`src/rtl/adder_bist.sv`:
```
// -----------------------------------------------------------------------------
// adder_bist
//
// Built-in self-test sequencer for an external 1-bit full adder. On a start
// request it walks all eight {a,b,c} input combinations in ascending order.
// For each one it drives the vector, waits SETTLE_CYCLES cycles, then compares
// the adder response with the golden full-adder function.
//
// Parameters
//   SETTLE_CYCLES  cycles between applying a vector and sampling (1..15)
//
// Ports
//   clk                 single clock, rising edge
//   rst_n               asynchronous active-low reset
//   start               begin a run (accepted only in IDLE)
//   vec_a/vec_b/vec_c   stimulus to the external adder
//   dut_sum/dut_cout    response from the external adder
//   busy                high in every state except IDLE
//   done                one-cycle pulse at run completion
//   pass                result of the last completed run
//   err_count           mismatching vectors (saturates at 8)
//   vec_idx             index of the vector under test
//
// Optional feature (macro ADDER_BIST_ERRLOG_EN):
//   first_fail_valid    a mismatch has been seen in this run
//   first_fail_vec      vector index of the first mismatch
//
// Handshake: start is a level sampled on the rising edge; it is acted on only
// when the FSM is in IDLE and is silently dropped in every other state.
// -----------------------------------------------------------------------------
module adder_bist #(
   parameter int unsigned SETTLE_CYCLES = 1
) (
   input  logic       clk,
   input  logic       rst_n,
   input  logic       start,
   output logic       vec_a,
   output logic       vec_b,
   output logic       vec_c,
   input  logic       dut_sum,
   input  logic       dut_cout,
   output logic       busy,
   output logic       done,
   output logic       pass,
   output logic [3:0] err_count,
   output logic [2:0] vec_idx
`ifdef ADDER_BIST_ERRLOG_EN
   ,
   output logic       first_fail_valid,
   output logic [2:0] first_fail_vec
`endif
);

   localparam logic [3:0] SETTLE_LOAD = 4'(SETTLE_CYCLES);
   localparam logic [3:0] ERR_MAX     = 4'd8;

   typedef enum logic [2:0] {
      IDLE   = 3'd0,
      APPLY  = 3'd1,
      SETTLE = 3'd2,
      CHECK  = 3'd3,
      DONE   = 3'd4
   } state_t;

   state_t     state;
   state_t     state_nxt;
   logic [3:0] settle_cnt;
   logic       exp_sum;
   logic       exp_cout;
   logic       mismatch;
   logic [3:0] err_nxt;

   // Golden full-adder response for the vector currently held in vec_idx.
   // The case-inequality makes an X/Z response count as a mismatch.
   always_comb begin
      exp_sum  = vec_idx[2] ^ vec_idx[1] ^ vec_idx[0];
      exp_cout = (vec_idx[2] & vec_idx[1]) | (vec_idx[2] & vec_idx[0]) |
                 (vec_idx[1] & vec_idx[0]);
      mismatch = (dut_sum !== exp_sum) || (dut_cout !== exp_cout);
      err_nxt  = err_count;
      if (mismatch && (err_count != ERR_MAX)) begin
         err_nxt = err_count + 4'd1;
      end
   end

   // Next-state logic
   always_comb begin
      state_nxt = state;
      case (state)
         IDLE:    if (start) state_nxt = APPLY;
         APPLY:   state_nxt = SETTLE;
         // Counter is loaded with SETTLE_CYCLES in APPLY, so leaving when it
         // reads 1 gives exactly SETTLE_CYCLES cycles in this state.
         SETTLE:  if (settle_cnt <= 4'd1) state_nxt = CHECK;
         CHECK:   state_nxt = (vec_idx == 3'd7) ? DONE : APPLY;
         DONE:    state_nxt = IDLE;
         default: state_nxt = IDLE;
      endcase
   end

   always_ff @(posedge clk or negedge rst_n) begin
      if (!rst_n) begin
         state <= IDLE;
      end else begin
         state <= state_nxt;
      end
   end

   // Datapath registers
   always_ff @(posedge clk or negedge rst_n) begin
      if (!rst_n) begin
         vec_idx    <= 3'd0;
         err_count  <= 4'd0;
         pass       <= 1'b0;
         settle_cnt <= 4'd0;
      end else begin
         case (state)
            IDLE: begin
               if (start) begin
                  vec_idx   <= 3'd0;
                  err_count <= 4'd0;
               end
            end
            APPLY:  settle_cnt <= SETTLE_LOAD;
            SETTLE: settle_cnt <= settle_cnt - 4'd1;
            CHECK: begin
               err_count <= err_nxt;
               if (vec_idx == 3'd7) begin
                  // Result is registered on entry to DONE so it is already
                  // valid during the done pulse.
                  pass <= (err_nxt == 4'd0);
               end else begin
                  vec_idx <= vec_idx + 3'd1;
               end
            end
            default: ;
         endcase
      end
   end

`ifdef ADDER_BIST_ERRLOG_EN
   always_ff @(posedge clk or negedge rst_n) begin
      if (!rst_n) begin
         first_fail_valid <= 1'b0;
         first_fail_vec   <= 3'd0;
      end else if ((state == IDLE) && start) begin
         first_fail_valid <= 1'b0;
         first_fail_vec   <= 3'd0;
      end else if ((state == CHECK) && mismatch && !first_fail_valid) begin
         first_fail_valid <= 1'b1;
         first_fail_vec   <= vec_idx;
      end
   end
`endif

   // Outputs: stimulus is only driven while a vector is in flight.
   always_comb begin
      busy  = (state != IDLE);
      done  = (state == DONE);
      vec_a = 1'b0;
      vec_b = 1'b0;
      vec_c = 1'b0;
      if ((state == APPLY) || (state == SETTLE) || (state == CHECK)) begin
         {vec_a, vec_b, vec_c} = vec_idx;
      end
   end

endmodule

```
`config.mk`:
```
export PLATFORM = sky130hd
export DESIGN_NAME = adder_bist
export DESIGN_NICKNAME = d
export VERILOG_FILES = /design/src/rtl/adder_bist.sv
export SDC_FILE = /design/constraint.sdc
export NUM_CORES = 1
export LEC_CHECK = 0
export CAP_MARGIN = 20
export CORE_MARGIN = 3
export CORE_UTILIZATION = 37
export DETAILED_ROUTE_END_ITERATION = 8
export HOLD_SLACK_MARGIN = 0.03
export SLEW_MARGIN = 0
export SYNTH_ARGS = -nofsm -noshare
export SYNTH_HDL_FRONTEND = slang
export SYNTH_SLANG_ARGS = --single-unit
```
`constraint.sdc`:
```
create_clock -name clk -period 1.7 [get_ports clk]
set_input_delay 0.34 -clock clk [delete_from_list [all_inputs] [get_ports clk]]
set_output_delay 0.34 -clock clk [all_outputs]
set_load 0.05 [all_outputs]
```
# Word level (Yosys, flattened, before mapping)
# Index checks and enable logic that the tools add are counted.
dict set report word_totals {
  register_bits 15
  in_bits 5
  output_inout_bits 13
  word_cells 54
}
dict set report op_classes {
  addsub 3
  n_lt_le_gt_ge 1
  eq_ne 11
  mux 14
  n_bitwise 7
  reduce_logical 13
}
# operator count
set op_table {}
lappend op_table {{4-bit case mux with 2 select lines} 2}
lappend op_table {{3-bit 2-to-1 mux} 5}
lappend op_table {{3-bit case mux with 4 select lines} 1}
lappend op_table {{4-bit 2-to-1 mux} 2}
lappend op_table {{3-bit by 2-bit == test with 1-bit output, second input constant} 2}
lappend op_table {{3-bit == test, second input constant} 2}
lappend op_table {{2-bit != test, second input constant} 3}
lappend op_table {{3-bit case mux with 2 select lines} 1}
lappend op_table {{2-bit AND reduction} 3}
lappend op_table {{4-bit by 1-bit adder with 4-bit output, second input constant} 1}
lappend op_table {{4-bit by 1-bit less-or-equal comparator with 1-bit output, second input constant} 1}
lappend op_table {{4-bit logical NOT} 1}
lappend op_table {{4-bit != test, second input constant} 1}
lappend op_table {{2-bit nonzero test} 2}
lappend op_table {{4-bit by 1-bit subtractor with 4-bit output, second input constant} 1}
lappend op_table {{3-bit by 1-bit adder with 3-bit output, second input constant} 1}
lappend op_table {{1-bit AND} 3}
lappend op_table {{3-bit by 1-bit == test with 1-bit output, second input constant} 1}
lappend op_table {{3-bit logical NOT} 1}
lappend op_table {{1-bit logical OR} 3}
lappend op_table {{1-bit 2-to-1 mux} 3}
lappend op_table {{3-bit AND reduction} 1}
lappend op_table {{3-bit nonzero test} 1}
lappend op_table {{1-bit case inequality test} 2}
lappend op_table {{3 further kinds} 5}

# Logic depth before layout (Yosys ltp)
# Gate-level depths: netlist (run 1).
dict set report depth {
  word_depth 8
  ltp_mapped 6
  ltp_nobuf 6
}

# Worst setup path before layout (run 1)
# No wires, ideal clock.
dict set report synth_path {
  path_type {reg-to-output}
  from {reg vec_idx[0]}
  to {out vec_c}
  arrival_time_ns 1.924
  required_ns 1.360
  setup_slack_ns -0.564
  stages_incl_launch_ff 3
  n_path_buf 0
  path_cell_list {dfrtp_1 > inv_1 > nor3_1}
}
dict set report synth_between {
  elab_chain_len 1
}
# element line_no
set synth_rtl {}
lappend synth_rtl {{start: declaration} 46} ;# output logic [2:0] vec_idx
lappend synth_rtl {{start signal: assignment} 133} ;# vec_idx <= vec_idx + 3'd1;
lappend synth_rtl {{1-bit 2-to-1 mux} 163} ;# if ((state == APPLY) || (state == SETTLE) || (state == CHECK)) begin
lappend synth_rtl {{end: declaration} 39} ;# output logic vec_c,
# No other way between the ends.

# Worst setup path after layout (run 1)
dict set report layout_path {
  from {reg vec_idx[2]}
  to {reg err_count[3]}
}
dict set report layout_between {
  elab_chain_len 8
  word_cells_on_any_way 12
  cone_classes {eq/ne: 2; mux: 2; bitwise: 6; reduce/logical: 2}
}
# element line_no
set layout_rtl {}
lappend layout_rtl {{1-bit AND} 77} ;# exp_cout = (vec_idx[2] & vec_idx[1]) | (vec_idx[2] & vec_idx[0]) |
lappend layout_rtl {{1-bit OR (2 in series)} 77}
lappend layout_rtl {{1-bit case inequality test} 79} ;# mismatch = (dut_sum !== exp_sum) || (dut_cout !== exp_cout);
lappend layout_rtl {{1-bit logical OR (*)} 79}
lappend layout_rtl {{1-bit logical AND (*)} 81} ;# if (mismatch && (err_count != ERR_MAX)) begin
lappend layout_rtl {{4-bit 2-to-1 mux (*)} 81}
lappend layout_rtl {{4-bit case mux with 2 select lines (*)} 117} ;# case (state)
lappend layout_rtl {{end signal: assignment} 127} ;# err_count <= err_nxt;
lappend layout_rtl {{end: declaration} 45} ;# output logic [3:0] err_count,
# Mark *: on every way between the ends. The rest lies on a longest branch, timed or not.
# A chain may end at the register's enable or synchronous reset.

==> reports/metrics.cfg, run 1 <==
[status]
run_status = finished, violations left
failed_checks = negative setup slack

[final_layout]
syn2layout_area_growth_pct = 51.9
drive_gt1_share_pct = 38.4
post_layout_nonfiller_instances = 174
antenna_cells = 0
final_core_utilization_pct = 62.6
finalNetCount = 159
layout.cells.most_common_list = sky130_fd_sc_hd__buf_4, sky130_fd_sc_hd__dfrtp_1, sky130_fd_sc_hd__inv_1, sky130_fd_sc_hd__nor2_1, sky130_fd_sc_hd__a21oi_1
layout.cells.most_common = sky130_fd_sc_hd__buf_4
finalInstanceArea_um2 = 1470

[placement]
placed_cells = 161
hpwl_mm = 1.69
place.port_buffers = 17
placed_cell_area_um2 = 1340
preCtsSetupSlack_ns = -0.181
routabilityCongestion = 0.886

[yosys]
synth_edf_count = 0
postSynth.asyncResetShare_pct = 100
synthesis.nets = 117
seq_area_frac_synth_pct = 38.9
netlist-cell-type-count = 35
yosys_most_used_dff = sky130_fd_sc_hd__dfrtp_1
postSynthRegisterBits = 15
synth_cells = 105
synthesis.area_per_instance_um2 = 9.19
synthesis.yosys.warnings = 0
post_synthesis_instance_area_um2 = 965

[critical_path]
worstPathArrival_ns = 2.09
critical_path.endpoint_type = flip-flop
critical_path_peak_fanout = 4
timing.critical_path.cells = inv_2 -> fa_1 -> xnor2_2 -> buf_4 -> o2111a_1 -> o21ai_1 -> a22o_1
critical_path_class = flip-flop to flip-flop
cp.required_ns = 1.89
critical-path-max-stage-delay_ns = 0.46
crit_path_top_delay_cell = sky130_fd_sc_hd__fa_1
timing.critical_path.from_type = flip-flop

[clock_network]
clkLatencyLatePin_ns = 0.29
ctsLongestPathBuffers = 2
hold_buffers = 0
tritoncts_clock_tree = yes
htreeDepth = 1
cts_inserted_buffers = 3
clock_pin_slew_reported_for_the_worst_setup_and_hold_paths_after_clock_tree_synthesis_ns = 0.09
buffer_type_at_the_clock_tree_root = sky130_fd_sc_hd__clkbuf_4
cts.sinks = 15

[routing]
routedWlPerCell_um = 14.0
totalWireLength_mm = 2.43
first_iter_violations = 32
vias_per_cell = 5.32
detail_route.drc_violations = 0
drt_first_pass_iters = 5
antenna_violating_nets_post_route = 0
vias = 926

[timing]
final.setup_skew_ns = 0.00244
final_critical_path_setup_slack_ns = -0.201
final-setup-viol-count = 9
fin_hold_ws_ns = 0.363
min_period_over_period_pct = 112
final_period_minus_worst_setup_slack_ns = 1.90
grt_setup_unrepaired = yes
slew-limit-headroom_pct = 80.5
tns_ns = -0.892
final_hold_viol_count = 0
max_slew.worst_pin.slew_ns = 0.290
max_slew_violations = 0
maxClockFrequency_mhz = 526

[global_route]
maximum_number_of_pins_on_one_net_before_global_route_repair = 16
grt_first_pass_wirelength_mm = 4.02
grt_ovf = 0
grt_antenna_before_repair = 0
gr-usage-all-layers_pct = 15.6
grt_pass1_vias = 903

[die]
die_width_um = 57.1
rows = 17
io_pins = 18
fp.dieH_um = 57.1
floorplan.initialDensity_pct = 41.2
core_region_area_um2 = 2340
dieArea_um2 = 3260

[job]
drv_cap = 0

[power_and_ir_drop]
p_per_area_nw_per_um2 = 2030
leakagePower_nw = 0.690
vdd_drop_max_mv = 1.30
p_total_mw = 2.98

[worst_hold_path]
timing.hold.worst.class = input port to asynchronous set/reset pin

==> flip-flops by register name (all words and copies together), names as in the netlist <==
register    cells
err_count       4
pass            1
state           3
vec_idx         3
settle_cnt      4
==> logic make-up after synthesis <==
| logic type | Yosys count | synth area share (%) |
|---|---|---|
| multiplexers | 2 | 2.20 |
| buffers and inverters | 16 | 6.49 |
| flip-flops | 15 | 38.9 |
| AND/OR/NAND/NOR | 29 | 16.2 |
| AO/OA/AOI/OAI | 33 | 23.6 |
| adder cells (fa/ha/maj) | 7 | 9.86 |
| XOR/XNOR | 3 | 2.72 |
==> routing by layer <==
layer / up-vias / wire [um] / GRT usage [%]
met4: 0 / 27 / 5.30
li1: 459 / - / -
met5: - / 0 / 0
met2: 24 / 1140 / 24.5
met1: 439 / 1150 / 21.4
met3: 4 / 109 / 3.39
==> cell usage after synthesis (2+ instances only) <==
| library cell | count | share of area [%] |
|---|---|---|
| sky130_fd_sc_hd__a21boi_0 | 2 | 1.6 |
| sky130_fd_sc_hd__o21ai_0 | 6 | 3.1 |
| sky130_fd_sc_hd__a21oi_1 | 8 | 4.2 |
| sky130_fd_sc_hd__a22o_1 | 3 | 2.7 |
| sky130_fd_sc_hd__nor2_1 | 9 | 3.5 |
| sky130_fd_sc_hd__o21ai_1 | 2 | 1.0 |
| sky130_fd_sc_hd__clkbuf_1 | 2 | 0.78 |
| sky130_fd_sc_hd__nor4_1 | 2 | 1.3 |
| sky130_fd_sc_hd__o21a_1 | 2 | 1.6 |
| sky130_fd_sc_hd__nor3_1 | 7 | 3.6 |
| sky130_fd_sc_hd__dfrtp_1 | 15 | 39 |
| sky130_fd_sc_hd__xnor2_1 | 3 | 2.7 |
| sky130_fd_sc_hd__buf_2 | 2 | 1.0 |
| sky130_fd_sc_hd__inv_1 | 12 | 4.7 |
| sky130_fd_sc_hd__and3b_1 | 2 | 1.8 |
| sky130_fd_sc_hd__nand2_1 | 2 | 0.78 |
| sky130_fd_sc_hd__o22ai_1 | 2 | 1.3 |
| sky130_fd_sc_hd__nand3b_1 | 2 | 1.6 |
| sky130_fd_sc_hd__ha_1 | 6 | 7.8 |
==> where the power goes <==
part           internal [mW]  switching (mW)  leakage, nW
logic                   1.01            1.16        0.485
registers              0.488           0.108        0.190
clock network         0.0913           0.123       0.0150
total                   1.59            1.39        0.690
==> final cells by class <==
cell class,instances,area (um2)
fillers,193,875
multi-input cells,74,574
repair buffers,41,405
flip-flops and latches,15,379
inverters,12,45.0
well taps,28,35.0
clock buffers,4,26.3
==> worst max-delay path, delay by kind of cell (launching register included) <==
kind / cells / cell delay [ns]
AO/OA/AOI/OAI: 3 / 0.44
buffers and inverters: 2 / 0.22
flip-flops: 1 / 0.42
adder cells (fa/ha/maj): 1 / 0.46
XOR/XNOR: 1 / 0.25
==> path summary, 6_finish.rpt <==
path	from	endpoint	slack, ns	depth (start not counted)
worst max-delay path	vec_idx[2]$_DFFE_PN0P_	err_count[3]$_DFFE_PN0P_	-0.20	7
worst min-delay path	rst_n	settle_cnt[3]$_DFFE_PN0P_	0.36	2
worst max register to register	vec_idx[2]$_DFFE_PN0P_	err_count[3]$_DFFE_PN0P_	-0.20	7
worst min register to register	settle_cnt[0]$_DFFE_PN0P_	settle_cnt[0]$_DFFE_PN0P_	0.58	1
max in group asynchronous	rst_n	vec_idx[1]$_DFFE_PN0P_	1.14	2
min in group clk	settle_cnt[0]$_DFFE_PN0P_	settle_cnt[0]$_DFFE_PN0P_	0.58	1
==> what timing repair did <==
item / CTS / global route
gates resized for setup: 6 / 2
hold endpoints to repair: 0 / 0
setup endpoints to repair: 6 / 11
setup buffers: 4 / 5
pin swaps: 5 / 3
Note: power is estimated with default switching activity, not from simulation.
==> run 2: changes to the inputs <==
--- a/config.mk
+++ b/config.mk
@@ -8,6 +8,7 @@
 export CAP_MARGIN = 20
 export CORE_MARGIN = 3
 export CORE_UTILIZATION = 37
+export CTS_CLUSTER_SIZE = 30
 export DETAILED_ROUTE_END_ITERATION = 8
 export HOLD_SLACK_MARGIN = 0.03
 export SLEW_MARGIN = 0
==> results of run 2 <==
Same layout as run 1: the final DEF is identical, and so are final timing and power.
==> variant 1, RTL diff (flow settings as in run 2) <==
Encoding of `state_t`: now one-hot (5 bits for 5 states).
--- a/src/rtl/adder_bist.sv
+++ b/src/rtl/adder_bist.sv
@@ -56,8 +56,8 @@
 
-   typedef enum logic [2:0] {
-      IDLE   = 3'd0,
-      APPLY  = 3'd1,
-      SETTLE = 3'd2,
-      CHECK  = 3'd3,
-      DONE   = 3'd4
+   typedef enum logic [4:0] {
+      IDLE   = 5'b00001,
+      APPLY  = 5'b00010,
+      SETTLE = 5'b00100,
+      CHECK  = 5'b01000,
+      DONE   = 5'b10000
    } state_t;
Behaviour: same outputs for any inputs over 10 cycles, from zero or initial values and one cycle with rst_n low; not proved beyond that.
==> variant 1 against run 2 <==
- the run still ends with setup timing left
- power decreased by 34%
- sequential cell count increased by 2
- routed wire length increased by 20%
- critical endpoint is now vec_a
- clock power increased by 8%
- first-iteration DRC count decreased by 9.4%
- cell area increased by 18%
- setup slack got worse by 0.096 ns
- area after synthesis increased by 6.4%
- global-route usage increased by 0.87 points
- worst hold slack got worse by 0.0092 ns
==> variant 1: results (changes against run 2) <==
outcome=finished with violations (unchanged); failing checks=setup timing (unchanged); Slew @ Worst Pin=0.331 ns (was 0.290 ns); WHS=0.354 ns (was 0.363 ns); post-synthesis area per instance=10.4 µm² (was 9.19 µm²); slowest CP cell=dfrtp_2 (was fa_1); mux cell area share after synthesis=0.0463 (was 0.0220); final wirelength=2930 µm (was 2430 µm); arrival time at the worst endpoint=1.66 ns (was 2.09 ns); worst r2r src=vec_idx[0] (was vec_idx[2]); Clk. pwr=231 µW (was 214 µW); Seq/Total Area, Yosys=0.416 (was 0.389); CP Capture Point=vec_a (was err_count[3]); final cell count without fillers=187 (was 174); via count=1019 (was 926); DR pass1 iterations=4 (was 5); met3 GRT Util=0.0219 (was 0.0339); Crit. Startpoint=state[2] (was vec_idx[2]); setup bufs post-CTS=11 (was 4); gpl congestion=0.790 (was 0.886); Post-CTS Resized=17 (was 6); Compound-Gate Fraction of Synth Area=0.173 (was 0.236); final setup margin=-0.297 ns (was -0.201 ns); post-synthesis cell type count=40 (was 35); DP Area=0.00143 mm² (was 0.00134 mm²); wire length on met2=1440 µm (was 1140 µm); Synthesized Nets=111 (was 117); nature of the critical path endpoint=primary output (was register); Setup Viol. Count Final=13 (was 9); comb pwr=1120 µW (was 2170 µW); end of the worst register-to-register path=pass (was err_count[3]); vias in the first global route=971 (was 903); biggest regs=state: 5 flops, err_count: 4 flops, settle_cnt: 4 flops (was err_count: 4 flops, settle_cnt: 4 flops); Sequential Area=434 µm² (was 379 µm²); reg2reg path depth=6 (was 7); post-detail-place hpwl=1810 µm (was 1690 µm); top post-synthesis cells by count=dfrtp_1 (16), inv_1 (9), o21ai_0 (8) (was dfrtp_1 (15), inv_1 (12), nor2_1 (9)); clk_skew=0.00632 ns (was 0.00244 ns); Worst-path clk slew=0.11 ns (was 0.09 ns)
[variant 1: cell types whose count changed after synthesis, sizes merged, moves of 2 or more]
| cell | run 2 | this run |
|---|---|---|
| nor3 | 7 | 5 |
| o21a | 2 | 0 |
| nand3b | 2 | 4 |
| nor2 | 9 | 6 |
| clkbuf | 2 | 0 |
| a21o | 1 | 3 |
| buf | 2 | 0 |
| mux2 | 1 | 3 |
| inv | 12 | 9 |
| nand2 | 2 | 6 |
| a21oi | 8 | 3 |
| a21boi | 2 | 0 |
[variant 1: layout make-up]
class | instances | area share
repair buffers | 54 | 0.305
flip-flops and latches | 17 | 0.251
inverters | 9 | 0.0196
clock buffers | 3 | 0.0130
clock inverters | 1 | 0.00290
well taps | 30 | 0.0217
multi-input cells | 73 | 0.387
[variant 1: worst register-to-register path, cell delays in order, from the launching register on]
cell	delay, ns
dfrtp_2	0.38
inv_2	0.05
fa_1	0.52
xnor2_2	0.20
o2111a_1	0.27
a221oi_1	0.35
a211oi_2	0.08
==> variant 2, RTL diff (settings of run 2) <==
Without the edit above. `ERR_MAX`: 4'd8 -> 4'd4.
--- a/src/rtl/adder_bist.sv
+++ b/src/rtl/adder_bist.sv
@@ -54,3 +54,3 @@
    localparam logic [3:0] SETTLE_LOAD = 4'(SETTLE_CYCLES);
-   localparam logic [3:0] ERR_MAX     = 4'd8;
+   localparam logic [3:0] ERR_MAX     = 4'd4;
 
Behaviour: no difference found for any inputs over 10 cycles, from zero or initial values and one cycle with rst_n low; that may be too few to reach the edited logic, so the function may still have changed.
==> variant 2 against run 2 <==
- the flow still finishes with violations (setup timing)
- count of clock-buffer cells in the layout unchanged
- routed wire length increased by 8.3%
- critical path depth unchanged
- sequential cell count unchanged
- area after synthesis increased by 0.78%
- clock skew decreased by 0.0017 ns
- setup slack got worse by 0.052 ns
- cell area increased by 5.9%
- via count increased by 3.1%
- power increased by 11%
==> variant 2: results (changes against run 2) <==
outcome=finished with violations (unchanged); failing checks=setup timing (unchanged); gpl congestion=0.800 (was 0.886); Final nets=166 (was 159); vias in the first global route=930 (was 903); Iter 0 DRT Violations=36 (was 32); GRT Total Usage=0.165 (was 0.156); pre-CTS setup slack=-0.220 ns (was -0.181 ns); Synthesized Nets=114 (was 117); Post-synth ARST share=1.00 (unchanged); DR pass1 iterations=4 (was 5); Setup Viol. Count Final=6 (was 9); Longest Clk Path Bufs=2 (unchanged); final wirelength=2630 µm (was 2430 µm); final setup margin=-0.253 ns (was -0.201 ns); clk_skew=0.000765 ns (was 0.00244 ns); worst hold path type=input pin to asynchronous set/reset pin (unchanged); biggest regs=err_count: 4 flops, settle_cnt: 4 flops (unchanged); synth top area cells=dfrtp_1 (39%), ha_1 (7.7%), a21oi_1 (4.6%), inv_1 (3.9%), nor3_1 (3.1%) (was dfrtp_1 (39%), ha_1 (7.8%), inv_1 (4.7%), a21oi_1 (4.2%), nor3_1 (3.6%)); post-detail-place hpwl=1750 µm (was 1690 µm); max_slew headroom=0.798 (was 0.805); Peak VDD IR=1.41 mV (was 1.30 mV); pin count of the biggest net entering global routing=16 (unchanged); H-tree depth=1 (unchanged); initial antenna violation count=0 (unchanged); total CTS buffers=3 (unchanged); CTS root buffer=clkbuf_4 (unchanged); Main synth FF type=dfrtp_1 (unchanged); Setup TNS Final=-1.23 ns (was -0.892 ns); Port Buffers=17 (unchanged); first-pass GRT wire length=4190 µm (was 4020 µm); fraction of layout cells with a size suffix above 1=0.490 (was 0.384); diodes inserted=0 (unchanged); # fillers=197 (was 193); Crit Path Max Fanout=4 (unchanged); Lkg Pwr=0.000720 µW (was 0.000690 µW); Worst-path clk slew=0.10 ns; top post-synthesis cells by count=dfrtp_1 (15), inv_1 (10), a21oi_1 (9) (was dfrtp_1 (15), inv_1 (12), nor2_1 (9)); via count=955 (was 926); post-synthesis cell type count=36 (was 35); Worst-Skew Late Latency=0.29 ns (about the same); Seq/Total Area, Yosys=0.386 (was 0.389); YS warnings=0 (unchanged)
[variant 2: logic make-up after synthesis]
| kind of cell | after synthesis | synth area share |
|---|---|---|
| AOI/OAI and AO/OA | 30 | 0.206 |
| and+or+nand+nor | 30 | 0.180 |
| DFF | 15 | 0.386 |
| buffers and inverters | 14 | 0.0695 |
| adders and majority gates | 7 | 0.0978 |
| xor gates and xnor gates | 3 | 0.0270 |
| muxes | 3 | 0.0335 |
[variant 2: layout make-up]
type                    instances  area share
flip-flops and latches         15       0.246
well taps                      28      0.0226
repair buffers                 51       0.306
multi-input cells              73       0.385
clock buffers                   4      0.0169
inverters                      10      0.0242
[variant 2: final timing paths]
path,to,slack (ns),startpoint,cells past startpoint
setup / recovery,err_count[0],-0.25,vec_idx[0],7
hold / removal,settle_cnt[2],0.35,rst_n,2
setup reg to reg,err_count[0],-0.25,vec_idx[0],7
hold reg to reg,settle_cnt[2],0.60,settle_cnt[2],2
max in group asynchronous,vec_idx[2],1.15,rst_n,2
min in group clk,settle_cnt[2],0.60,settle_cnt[2],2
[variant 2: timing repair]
item / CTS / global route
buffers inserted: 5 / 6
gates resized for setup: 11 / 8
pin swaps: 4 / 7
hold buffers: 0 / 0
cloned: 0 / 0
endpoints found under the setup margin: 10 / 9
[variant 2: through the flow]
step	total power, µW	std cells	hold slack (ns)	utilization	area, µm²
2_1_floorplan	1900	102	0.0444	-	997
3_3_place_gp	2670	166	0.547	0.588	1380
3_5_place_dp	2700	166	0.556	0.588	1380
4_1_cts	3110	175	0.358	0.632	1480
5_1_grt	3520	181	0.365	0.663	1550
6_report	3290	181	0.351	0.663	1550
[variant 2: per-layer routing]
metal	vias up	wire (µm)	track usage
li1	470	-	-
met1	450	1240	0.213
met2	31	1220	0.264
met3	4	127	0.0294
met4	0	44	0.0828
met5	-	0	0
[variant 2: worst max-delay path, cell delays in order, from the launching register on]
cell      delay [ns]
dfrtp_2         0.37
inv_2           0.05
fa_2            0.59
xor2_2          0.20
buf_4           0.16
a211oi_4        0.07
buf_4           0.14
mux2_4          0.26
[variant 2: power by group]
part | total (µW) | switching (µW) | internal (µW)
logic | 2450 | 1290 | 1160
clock network | 222 | 131 | 91.4
registers | 615 | 114 | 501
